**src/rtl/fifo_pkg.sv**
```systemverilog
// Shared constants and types for the 16-entry synchronous FIFO.
//   DEPTH     : number of storage entries (power of two)
//   PTR_W     : read/write pointer width, wraps naturally at DEPTH
//   CNT_W     : word counter width, holds 0..DEPTH inclusive
//   DEF_WIDTH : default data word width
//   op_t      : accepted-operation encoding driving pointer/count updates
package fifo_pkg;

  localparam int DEPTH     = 16;
  localparam int PTR_W     = 4;
  localparam int CNT_W     = 5;
  localparam int DEF_WIDTH = 8;

  typedef enum logic [1:0] {
    OP_NONE,
    OP_WR,
    OP_RD,
    OP_WRRD
  } op_t;

endpackage

```
**src/rtl/fifo_mem.sv**
```systemverilog
// DEPTH x WIDTH register-array storage with one write port and one
// registered read port. Contents are not reset; only the read register is.
// Ports:
//   clk   : clock
//   rst   : synchronous active-low reset (clears rdata only)
//   we    : write enable, stores wdata at waddr
//   waddr : write address
//   wdata : write data
//   re    : read enable, loads rdata from mem[raddr]
//   raddr : read address
//   rdata : registered read data, holds when re is low
module fifo_mem
  import fifo_pkg::*;
#(
  parameter int WIDTH = DEF_WIDTH
) (
  input  logic             clk,
  input  logic             rst,
  input  logic             we,
  input  logic [PTR_W-1:0] waddr,
  input  logic [WIDTH-1:0] wdata,
  input  logic             re,
  input  logic [PTR_W-1:0] raddr,
  output logic [WIDTH-1:0] rdata
);

  logic [WIDTH-1:0] mem [DEPTH];

  always_ff @(posedge clk) begin
    if (rst && we) begin
      mem[waddr] <= wdata;
    end
  end

  // A read and write to the same entry in one cycle (full, both accepted)
  // returns the old word: no write-to-read bypass.
  always_ff @(posedge clk) begin
    if (!rst) begin
      rdata <= '0;
    end else if (re) begin
      rdata <= mem[raddr];
    end
  end

endmodule

```
**src/rtl/sync_fifo16.sv**
```systemverilog
// Synchronous single-clock 16-entry FIFO with word counter, full/empty,
// almost-full/almost-empty flags and one-cycle overflow/underflow pulses.
// Ports:
//   clk          : clock, all logic on posedge
//   rst          : synchronous active-low reset
//   wr_en, wdata : write request and data
//   rd_en        : read request
//   rdata        : registered read data
//   rvalid       : pulses when rdata holds a freshly read word
//   count        : stored words, 0..16
//   full, empty  : count == DEPTH, count == 0
//   almost_full  : count >= AF_LEVEL
//   almost_empty : count <= AE_LEVEL
//   overflow     : pulses when a write was rejected
//   underflow    : pulses when a read was rejected
module sync_fifo16 #(
  parameter int WIDTH    = fifo_pkg::DEF_WIDTH,
  parameter int DEPTH    = fifo_pkg::DEPTH,
  parameter int AF_LEVEL = 14,
  parameter int AE_LEVEL = 2
) (
  input  logic                       clk,
  input  logic                       rst,
  input  logic                       wr_en,
  input  logic [WIDTH-1:0]           wdata,
  input  logic                       rd_en,
  output logic [WIDTH-1:0]           rdata,
  output logic                       rvalid,
  output logic [fifo_pkg::CNT_W-1:0] count,
  output logic                       full,
  output logic                       empty,
  output logic                       almost_full,
  output logic                       almost_empty,
  output logic                       overflow,
  output logic                       underflow
);

  localparam int PW = fifo_pkg::PTR_W;
  localparam int CW = fifo_pkg::CNT_W;

  logic [PW-1:0]  wr_ptr;
  logic [PW-1:0]  rd_ptr;
  logic           wr_acc;
  logic           rd_acc;
  fifo_pkg::op_t  op;

  // A full FIFO still accepts a write when a read frees the slot this cycle.
  assign wr_acc = wr_en && (!full || rd_en);
  assign rd_acc = rd_en && !empty;

  always_comb begin
    op = fifo_pkg::OP_NONE;
    if (wr_acc && rd_acc) begin
      op = fifo_pkg::OP_WRRD;
    end else if (wr_acc) begin
      op = fifo_pkg::OP_WR;
    end else if (rd_acc) begin
      op = fifo_pkg::OP_RD;
    end
  end

  always_ff @(posedge clk) begin
    if (!rst) begin
      wr_ptr    <= '0;
      rd_ptr    <= '0;
      count     <= '0;
      rvalid    <= 1'b0;
      overflow  <= 1'b0;
      underflow <= 1'b0;
    end else begin
      rvalid    <= rd_acc;
      overflow  <= wr_en && !wr_acc;
      underflow <= rd_en && empty;
      case (op)
        fifo_pkg::OP_WR: begin
          wr_ptr <= wr_ptr + 1'b1;
          count  <= count + 1'b1;
        end
        fifo_pkg::OP_RD: begin
          rd_ptr <= rd_ptr + 1'b1;
          count  <= count - 1'b1;
        end
        fifo_pkg::OP_WRRD: begin
          wr_ptr <= wr_ptr + 1'b1;
          rd_ptr <= rd_ptr + 1'b1;
        end
        default: ;
      endcase
    end
  end

  // Flags decode straight from the count register, so they change on the
  // same edge as the operation that moved the count.
  assign full         = (count == CW'(DEPTH));
  assign empty        = (count == '0);
  assign almost_full  = (count >= CW'(AF_LEVEL));
  assign almost_empty = (count <= CW'(AE_LEVEL));

  fifo_mem #(
    .WIDTH (WIDTH)
  ) u_mem (
    .clk   (clk),
    .rst   (rst),
    .we    (wr_acc),
    .waddr (wr_ptr),
    .wdata (wdata),
    .re    (rd_acc),
    .raddr (rd_ptr),
    .rdata (rdata)
  );

endmodule
```
**config.mk**
```make
export PLATFORM = sky130hd
export DESIGN_NAME = sync_fifo16
export DESIGN_NICKNAME = d
export VERILOG_FILES = /design/src/rtl/fifo_pkg.sv /design/src/rtl/fifo_mem.sv /design/src/rtl/sync_fifo16.sv
export SDC_FILE = /design/constraint.sdc
export NUM_CORES = 1
export LEC_CHECK = 0
export BUFFER_PORTS_ARGS = -buffer_cell sky130_fd_sc_hd__buf_2
export CORE_MARGIN = 3
export CORE_UTILIZATION = 40
export DETAILED_ROUTE_END_ITERATION = 16
export GPL_TIMING_DRIVEN = 0
export PLACE_DENSITY = 0.58
export SETUP_SLACK_MARGIN = 0.1
export SKIP_CTS_REPAIR_TIMING = 1
export SLEW_MARGIN = 10
export SYNTH_ARGS = -nofsm -noshare
export SYNTH_HDL_FRONTEND = slang
export SYNTH_HIERARCHICAL = 1
export SYNTH_SLANG_ARGS = --single-unit
```
**constraint.sdc**
```tcl
create_clock -name clk -period 9.1 [get_ports clk]
set_clock_uncertainty 0.2 [all_clocks]
set_input_delay 0.91 -clock clk [delete_from_list [all_inputs] [get_ports clk]]
set_output_delay 0.91 -clock clk [all_outputs]
set_load 0.005 [all_outputs]
```
==> impl_metrics.ini, run 1 <==
[yosys]
yosys_warnings = 6
synth.avg_cell_area_um2 = 14.8
synthFlopType = edfxtp_1
postSynthNetCount = 437
synth_edf_count = 128
ys_ff_latch = 152
syn_area_um2 = 6190
seq_area_frac_synth_pct = 69.9
ys_async_sr_fraction_pct = 0
synth.distinct_cells = 36
synthCells = 417

[setup_path]
max_stage_delay_ps = 520
cp.required_ps = 9250
arrival_ps = 3550
start_kind = flop
critPathBufInv = 2
crit_path_end_kind = flop
cpMostUsedCell = mux2i_1
cp_slowest_cell = or4_1
crit_type = reg2reg
crit_family = adder cells
cp_cell_sequence = or4_1 > buf_2 > o31ai_4 > ha_1 > inv_1 > fa_1 > nand2b_1 > a21oi_1 > mux2i_1 > mux2i_1
rrSetupSlack_ps = 5710
crit_path_max_fanout = 9

[power]
p_leak_nw = 2.38
ir_worst_vdd_v = 0.000129
power.density_nw_per_um2 = 242

[worst_hold_path]
worstHoldPathType = reg2reg

[grt]
grt_pass1_vias = 3525
grt_pass1_wl_um = 20400
overflow = 0
antenna_found_initial = 0
grt_max_degree = 17
track_usage_pct = 16.9

[timing]
hold_viol = 0
slew_headroom_pct = 32.6
fmax_mhz = 295
period_needed_ps = 3390
tns_ps = 0
worst_slack_ps = 5710
finalSetupViolCount = 0
tightest_slew_ps = 1010
finalCritPeriodShare_pct = 37.3
rsz0062_at_grt = no
slew_violations = 0

[route]
vias = 3557
drt-met1-wl_um = 5960
drt_iter0_drc = 242
drcViolationCount = 0
top_layer_used = met4
dr.pass1.iters = 4
route.antenna.remaining_nets = 0
viasPerCell = 5.35
drt-total-wl_um = 13500
wl_met2_um = 6500
wl_per_cell_um = 20.3
dr_wl_met3_um = 628

[final_layout]
antenna_cells = 0
nFillCells = 1253
regArea_um2 = 4320
multi_input_area_um2 = 1710
drive_gt1_share_pct = 18.7
syn2layout_area_growth_pct = 15.8
nets = 488
fin_util_pct = 48.4

[place]
io_buffers = 31
dp_slack_ps = 5650
hpwl_um = 8970
gp_congestion = 0.748

[floorplanning]
rows = 44
die_h_um = 130
initial_core_util_pct = 41.8
core_um2 = 14800
ioPinCount = 32
dieArea_um2 = 17000
die_width_um = 130

[clock_tree]
clock-root-buffer = clkbuf_16
clk_latency_ps = 420
cts_tree = done
cts.path.max_buffers = 2
numCtsBuffers = 17
htreeDepth = 4
clkTransAtPathRegs_ps = 60
clkSinkCount = 152

[run]
maxCapViolCount = 0

[outcome]
status = complete, no violations
==> layout make-up <==
type                       count  share of cell area [%]
timing repair buffer          32                    2.27
buffer                        19                    2.04
clock inverter                15                    1.97
sequential                   152                    60.3
clock buffer                  17                    5.94
multi-input combinational    240                    23.9
tap                          184                    3.21
inverter                       6                   0.314
==> worst register-to-register path, delay by kind of cell (launching register included) <==
| family | cells | cell delay [ps] |
|---|---|---|
| multiplexers | 2 | 470 |
| AND/OR/NAND/NOR | 2 | 690 |
| flip-flops | 1 | 370 |
| AO/OA/AOI/OAI | 2 | 520 |
| buffers and inverters | 2 | 290 |
| adder cells (fa/ha/maj) | 2 | 780 |
==> power breakdown <==
part           total [W]  internal (W)  switching [W]
Sequential      0.000822      0.000791      0.0000314
Clock           0.000671      0.000382       0.000289
Combinational   0.000239     0.0000938       0.000145
Total            0.00173       0.00127       0.000466
==> metal layers <==
| layer | global-route usage (%) | vias to the layer above |
|---|---|---|
| li1 | - | 1689 |
| met1 | 21.1 | 1751 |
| met2 | 27.0 | 91 |
| met3 | 5.04 | 26 |
| met4 | 8.05 | 0 |
| met5 | 0 | - |
==> logic make-up after synthesis <==
logic type      synth area share [%]
simple gates                    8.78
buf+inv                         2.73
fa+ha+maj                       1.74
xor+xnor                       0.708
mux                             10.7
compound gates                  5.48
flops                           69.9
==> cell usage after synthesis (3+ instances only) <==
cell	number	area share, %
dfxtp_1	24	7.8
nand3_1	31	2.5
a21boi_0	4	0.49
mux2i_1	66	11
edfxtp_1	128	62
a21oi_1	10	0.81
o21ai_0	8	0.65
ha_1	7	1.4
and2_1	7	0.71
nand2_1	29	1.8
nor2_1	21	1.3
nor3_1	5	0.40
inv_1	6	0.36
buf_2	8	0.65
clkbuf_1	3	0.18
buf_6	5	0.91
nand2b_1	3	0.30
nor2b_1	4	0.40
a22oi_1	24	2.9
xnor2_1	4	0.57
==> registers in the layout (all words and copies together) (netlist names) <==
signal / cells
count: 5
u_mem/rdata: 8
underflow: 1
wr_ptr: 4
rvalid: 1
u_mem/mem: 128
rd_ptr: 4
overflow: 1
==> per-stage QoR <==
| step | hold slack [ps] | power, W | area [um^2] | instances |
|---|---|---|---|---|
| 2_1_floorplan | 250 | 0.000974 | 6190 | 417 |
| 3_3_place_gp | 231 | 0.00107 | 6570 | 632 |
| 3_5_place_dp | 256 | 0.00108 | 6600 | 633 |
| 4_1_cts | 271 | 0.00175 | 7170 | 665 |
| 5_1_grt | 295 | 0.00181 | 7170 | 665 |
| 6_report | 262 | 0.00173 | 7170 | 665 |
==> cells in the final DEF (no fill, tap or decap), types with 2 or more instances in the layout <==
cell type	synthesis	final
inv_1	6	6
nand4b_1	2	2
clkbuf_1	3	3
or3_2	2	2
or3_1	2	2
nand2_1	29	29
mux2i_1	66	66
clkinvlp_4	0	4
nor2b_1	4	4
a21boi_0	4	4
edfxtp_1	128	128
nor3_2	0	4
inv_6	0	5
inv_8	0	2
ha_1	7	7
buf_2	8	39
and2_1	7	7
nor2_2	2	2
clkbuf_16	0	17
a21oi_1	10	10
o21ai_0	8	8
nor2_1	21	21
xnor2_1	4	4
nand3_1	31	31
clkinv_2	0	3
dfxtp_1	24	24
a22oi_1	24	24
nand2b_1	3	3
buf_6	5	5
==> worst paths after layout <==
check | depth (start not counted) | start | end
setup / recovery | 10 | count[0]$_SDFFE_PN0P_ | count[4]$_SDFFE_PN0P_
hold / removal | 2 | u_mem/rdata[5]$_SDFFE_PN0P_ | u_mem/rdata[5]$_SDFFE_PN0P_
setup reg to reg | 10 | count[0]$_SDFFE_PN0P_ | count[4]$_SDFFE_PN0P_
hold reg to reg | 2 | u_mem/rdata[5]$_SDFFE_PN0P_ | u_mem/rdata[5]$_SDFFE_PN0P_
Power figures use the tool's default switching activity.
==> run 2: changes to the inputs <==
==> constraint.sdc (replaced) <==
create_clock -name clk -period 3.5 [get_ports clk]
set_clock_uncertainty 0.2 [all_clocks]
set_input_delay 0.35 -clock clk [delete_from_list [all_inputs] [get_ports clk]]
set_output_delay 0.35 -clock clk [all_outputs]
set_load 0.005 [all_outputs]
==> impl_metrics.ini, run 2 (synthesis gave the netlist of run 1 again) <==
[floorplanning]
dieArea_um2 = 17000
initial_core_util_pct = 41.8
die_width_um = 130
rows = 44
ioPinCount = 32
die_h_um = 130
core_um2 = 14800

[final_layout]
nFillCells = 1246
largest_register = u_mem/mem
largestRegisters = u_mem/mem: 128 flops, u_mem/rdata: 8 flops, count: 5 flops
antenna_cells = 0
syn2layout_area_growth_pct = 16.7
nets = 493
largest_reg_flops = 128
drive_gt1_share_pct = 19.3
final_cell_mix = 128 x edfxtp_1, 66 x mux2i_1, 39 x buf_2
mostFrequentLayoutCell = edfxtp_1

[setup_path]
arrival_ps = 3380
crit_type = reg2reg
start_kind = flop
cp.required_ps = 3650
crit_path_max_fanout = 8
crit_path_end_kind = flop

[outcome]
status = complete, no violations

[timing]
worst_slack_ps = 266
tns_ps = 0
finalSetupViolCount = 0
fmax_mhz = 309
slew_violations = 0
slew_headroom_pct = 36.7
hold_viol = 0
rsz0062_at_grt = no
tightest_slew_ps = 947
period_needed_ps = 3230
finalCritPeriodShare_pct = 92.4

[power]
seqPwrFrac_pct = 47.3
power.density_nw_per_um2 = 626
p_leak_nw = 2.40
netSwitchingPower_w = 0.00121
netSwitchingFraction_pct = 26.9
ir_worst_vdd_v = 0.000337
pwr-share-comb_pct = 14.2
p_int_w = 0.00330
clkPwrFrac_pct = 38.5

[place]
io_buffers = 31
hpwl_um = 8970
gp_congestion = 0.748
dp_slack_ps = 83.0

[route]
vias = 3598
drcViolationCount = 0
route.antenna.remaining_nets = 0
wl_per_cell_um = 20.2
drt-total-wl_um = 13500
drt_iter0_drc = 254
dr.pass1.iters = 4
viasPerCell = 5.37

[grt]
grt_pass1_wl_um = 20400
grt_pass1_vias = 3525
overflow = 0
grt_max_degree = 17
antenna_found_initial = 0
track_usage_pct = 16.9

[clock_tree]
cts.path.max_buffers = 2
htreeDepth = 4
numCtsBuffers = 17
clkTransAtPathRegs_ps = 60
clkSinkCount = 152
clk_latency_ps = 420
cts_tree = done
clock-root-buffer = clkbuf_16

[worst_hold_path]
worstHoldPathType = in2reg

[run]
maxCapViolCount = 0
-- run 2: changes by cell type in the layout (fill, tap and decap cells not counted), sizes merged --
cell,before,now
dlygate4sd3,0,2
buf,48,51
-- run 2: stage by stage --
step | utilization [%] | hold WS (ps) | cells | area (um^2) | power [W]
after floorplan | - | 226 | 417 | 6190 | 0.00253
after global placement | 44.4 | 231 | 632 | 6570 | 0.00278
after detailed placement | 44.6 | 256 | 633 | 6600 | 0.00281
after CTS | 48.4 | -49.3 | 665 | 7170 | 0.00454
after global routing | 48.8 | 115 | 670 | 7220 | 0.00473
final | 48.8 | 119 | 670 | 7220 | 0.00452
-- run 2: cell type report --
cell class	count	area [um^2]	area share (%)
sequential	152	4320	59.9
multi-input combinational	240	1730	23.9
clock buffer	17	425	5.89
tap	184	230	3.19
timing repair buffer	37	205	2.84
buffer	19	146	2.03
clock inverter	15	141	1.96
inverter	6	22.5	0.312
-- run 2: final timing paths --
check	startpoint	to	slack [ps]	cells past startpoint
worst min register to register	u_mem/rdata[7]$_SDFFE_PN0P_	u_mem/rdata[7]$_SDFFE_PN0P_	260	2
worst min-delay path	wdata[5]	u_mem/mem[5][5]$_DFFE_PP_	120	1
worst max register to register	count[0]$_SDFFE_PN0P_	count[4]$_SDFFE_PN0P_	270	10
worst max-delay path	count[0]$_SDFFE_PN0P_	count[4]$_SDFFE_PN0P_	270	10
-- run 2: routing by layer --
layer | routed length (um) | part of all wire (%) | vias to the layer above | global-route usage, %
met5 | 0 | 0 | - | 0
met4 | 344 | 2.5 | 0 | 8.05
met3 | 927 | 6.8 | 21 | 5.04
met2 | 6550 | 48 | 110 | 27.0
met1 | 5710 | 42 | 1766 | 21.1
li1 | - | - | 1701 | -
-- run 2: power groups by stage --
stage / Sequential, W / Combinational, W / Clock [W]
floorplan: 0.00216 / 0.000368 / 0
global placement: 0.00217 / 0.000612 / 0
detailed placement: 0.00218 / 0.000630 / 0
CTS: 0.00214 / 0.000631 / 0.00177
global route: 0.00215 / 0.000719 / 0.00186
finish: 0.00214 / 0.000643 / 0.00174
-- run 2: worst max-delay path: stages, from the launching register on --
cell      delay (ps)
dfxtp_1          370
or4_1            520
buf_2            170
o31ai_4          370
ha_4             240
inv_1             80
fa_1             390
nand2b_1         170
a21oi_1          180
mux2i_1          260
mux2i_1          210
==> run 3: changes to the inputs <==
--- a/config.mk
+++ b/config.mk
@@ -5,12 +5,13 @@
 export SDC_FILE = /design/constraint.sdc
 export NUM_CORES = 1
 export LEC_CHECK = 0
-export BUFFER_PORTS_ARGS = -buffer_cell sky130_fd_sc_hd__buf_2
+export ABC_AREA = 1
 export CORE_MARGIN = 3
 export CORE_UTILIZATION = 40
 export DETAILED_ROUTE_END_ITERATION = 16
+export DONT_BUFFER_PORTS = 1
 export GPL_TIMING_DRIVEN = 0
-export PLACE_DENSITY = 0.58
+export PLACE_DENSITY = 0.56
 export SETUP_SLACK_MARGIN = 0.1
 export SKIP_CTS_REPAIR_TIMING = 1
 export SLEW_MARGIN = 10
==> impl_metrics.ini, run 3 <==
[timing]
period_needed_ps = 2560
fmax_mhz = 391
hold_viol = 0
finalCritPeriodShare_pct = 73.1
slew_violations = 0
finalSetupViolCount = 0
hold_ws_ps = 9.52
tightest_slew_ps = 951
slew_headroom_pct = 36.3
rsz0062_at_grt = no
tns_ps = 0

[setup_path]
arrival_ps = 2680
crit_path_max_fanout = 7
crit_type = reg2reg
start_kind = flop
cp.required_ps = 3620
rrSetupSlack_ps = 940
r2r_cells = 12
r2r-start = count[0]$_SDFFE_PN0P_
rr_endpoint = count[4]$_SDFFE_PN0P_
crit_path_end_kind = flop

[worst_hold_path]
min_from = wr_en
worstHoldPathType = in2reg
holdPathStages = 4
min_to = wr_ptr[2]$_SDFFE_PN0P_

[yosys]
ys_async_sr_fraction_pct = 0
yosys_warnings = 6
synth.avg_cell_area_um2 = 10.5
synthFlopType = edfxtp_1
postSynthNetCount = 634
yosysMostFrequentCell = nand2_1
synth_area_leader_cell = edfxtp_1
synth_area_leaders = edfxtp_1 59%, nand2_1 11%, nand3_1 9.0%, dfxtp_1 7.4%, nor2_1 2.7%
seq_area_frac_synth_pct = 66.8
synthCells = 614
synth_edf_count = 128
synth.distinct_cells = 25
ys_ff_latch = 152
syn_area_um2 = 6480
yosysTopAreaCellShare_pct = 59.4
synth_common_cells = 196 x nand2_1, 128 x edfxtp_1, 116 x nand3_1

[clock_tree]
cts.path.max_buffers = 2
clk_latency_ps = 420
numCtsBuffers = 17
htreeDepth = 4
clkSinkCount = 152
clock-root-buffer = clkbuf_16
cts_tree = done
clkTransAtPathRegs_ps = 60

[final_layout]
nFillCells = 1451
largestRegisters = u_mem/mem: 128 flops, u_mem/rdata: 8 flops, count: 5 flops
mostFrequentLayoutCell = nand2_1
nets = 663
final_cell_mix = 196 x nand2_1, 128 x edfxtp_1, 116 x nand3_1
largest_register = u_mem/mem
antenna_cells = 0
drive_gt1_share_pct = 9.45
syn2layout_area_growth_pct = 14.6
largest_reg_flops = 128

[grt]
grt_pass1_vias = 4171
grt_max_degree = 17
antenna_found_initial = 0
overflow = 0
grt_pass1_wl_um = 23600
track_usage_pct = 17.7

[floorplanning]
die_h_um = 133
ioPinCount = 32
dieArea_um2 = 17800
initial_core_util_pct = 41.7
core_um2 = 15500
rows = 45
die_width_um = 133

[power]
power.density_nw_per_um2 = 751
ir_worst_vdd_v = 0.000468
p_total_w = 0.00557
p_leak_nw = 2.89

[outcome]
status = complete, no violations

[route]
wl_per_cell_um = 17.6
drt-total-wl_um = 15300
vias = 4337
viasPerCell = 5.00
drt_iter0_drc = 327
route.antenna.remaining_nets = 0
drcViolationCount = 0
dr.pass1.iters = 6

[run]
maxCapViolCount = 0

[place]
io_buffers = 0
hpwl_um = 10100
gp_congestion = 0.845
## run 3: changes by cell type after synthesis, sizes merged, moves of 7 or more
cell and delta:
nand2 +167, nand3 +85, mux2i -66, inv +32
nor2 +26, a22oi -24, buf +10, and2 -7
## run 3: final cells by class
cell class	count	area, um^2	area share, %
sequential	152	4320	58.3
multi-input combinational	397	1800	24.3
clock buffer	24	514	6.93
tap	211	264	3.56
buffer	27	206	2.78
inverter	38	143	1.92
timing repair buffer	10	100	1.35
clock inverter	8	66.3	0.894
## run 3: worst max-delay path by stage
| stage | from | end | cells after the start |
|---|---|---|---|
| finish | count[0]$_SDFFE_PN0P_ | count[4]$_SDFFE_PN0P_ | 12 |
| detailed placement | count[0]$_SDFFE_PN0P_ | count[4]$_SDFFE_PN0P_ | 12 |
| CTS | count[0]$_SDFFE_PN0P_ | count[4]$_SDFFE_PN0P_ | 12 |
| global route | count[0]$_SDFFE_PN0P_ | count[4]$_SDFFE_PN0P_ | 12 |
| global placement | count[0]$_SDFFE_PN0P_ | count[4]$_SDFFE_PN0P_ | 12 |
| floorplan | count[2]$_SDFFE_PN0P_ | count[4]$_SDFFE_PN0P_ | 11 |
## run 3: cells by family after synthesis
| kind of cell | count (synthesis) | synth area share [%] |
|---|---|---|
| AO/OA/AOI/OAI | 17 | 1.35 |
| XOR/XNOR | 3 | 0.406 |
| adder cells (fa/ha/maj) | 8 | 1.66 |
| buffers and inverters | 65 | 5.39 |
| flip-flops | 152 | 66.8 |
| AND/OR/NAND/NOR | 369 | 24.4 |
## run 3: metrics by stage
stage | setup slack [ps] | area (um^2) | util [%] | cells
2_1_floorplan | 1300 | 6480 | - | 614
3_3_place_gp | 981 | 6740 | 43.4 | 825
3_5_place_dp | 961 | 6740 | 43.4 | 825
4_1_cts | 941 | 7320 | 47.1 | 857
5_1_grt | 745 | 7420 | 47.8 | 867
6_report | 940 | 7420 | 47.8 | 867
## run 3: where the power goes
part	total (W)	switching, W	leakage, nW	internal [W]
Clock	0.00177	0.000674	0.287	0.00109
Combinational	0.00163	0.00108	1.25	0.000550
Sequential	0.00218	0.000112	1.35	0.00207
Total	0.00557	0.00187	2.89	0.00371
## run 3: worst max-delay path, cell delays in order, from the launching register on
cell,delay (ps)
dfxtp_1,510
nor2_4,90
nand3_1,120
nand2_1,80
inv_2,130
ha_1,330
inv_1,110
fa_1,420
nand3b_1,200
nand3_1,100
nand3_1,80
nand2_1,60
inv_1,30
## run 3: routing by layer
metal / track usage [%] / wire, um / up-vias
li1: - / - / 2137
met1: 24.4 / 7050 / 2031
met2: 27.4 / 6980 / 148
met3: 4.49 / 992 / 21
met4: 6.17 / 230 / 0
met5: 0 / 0 / -
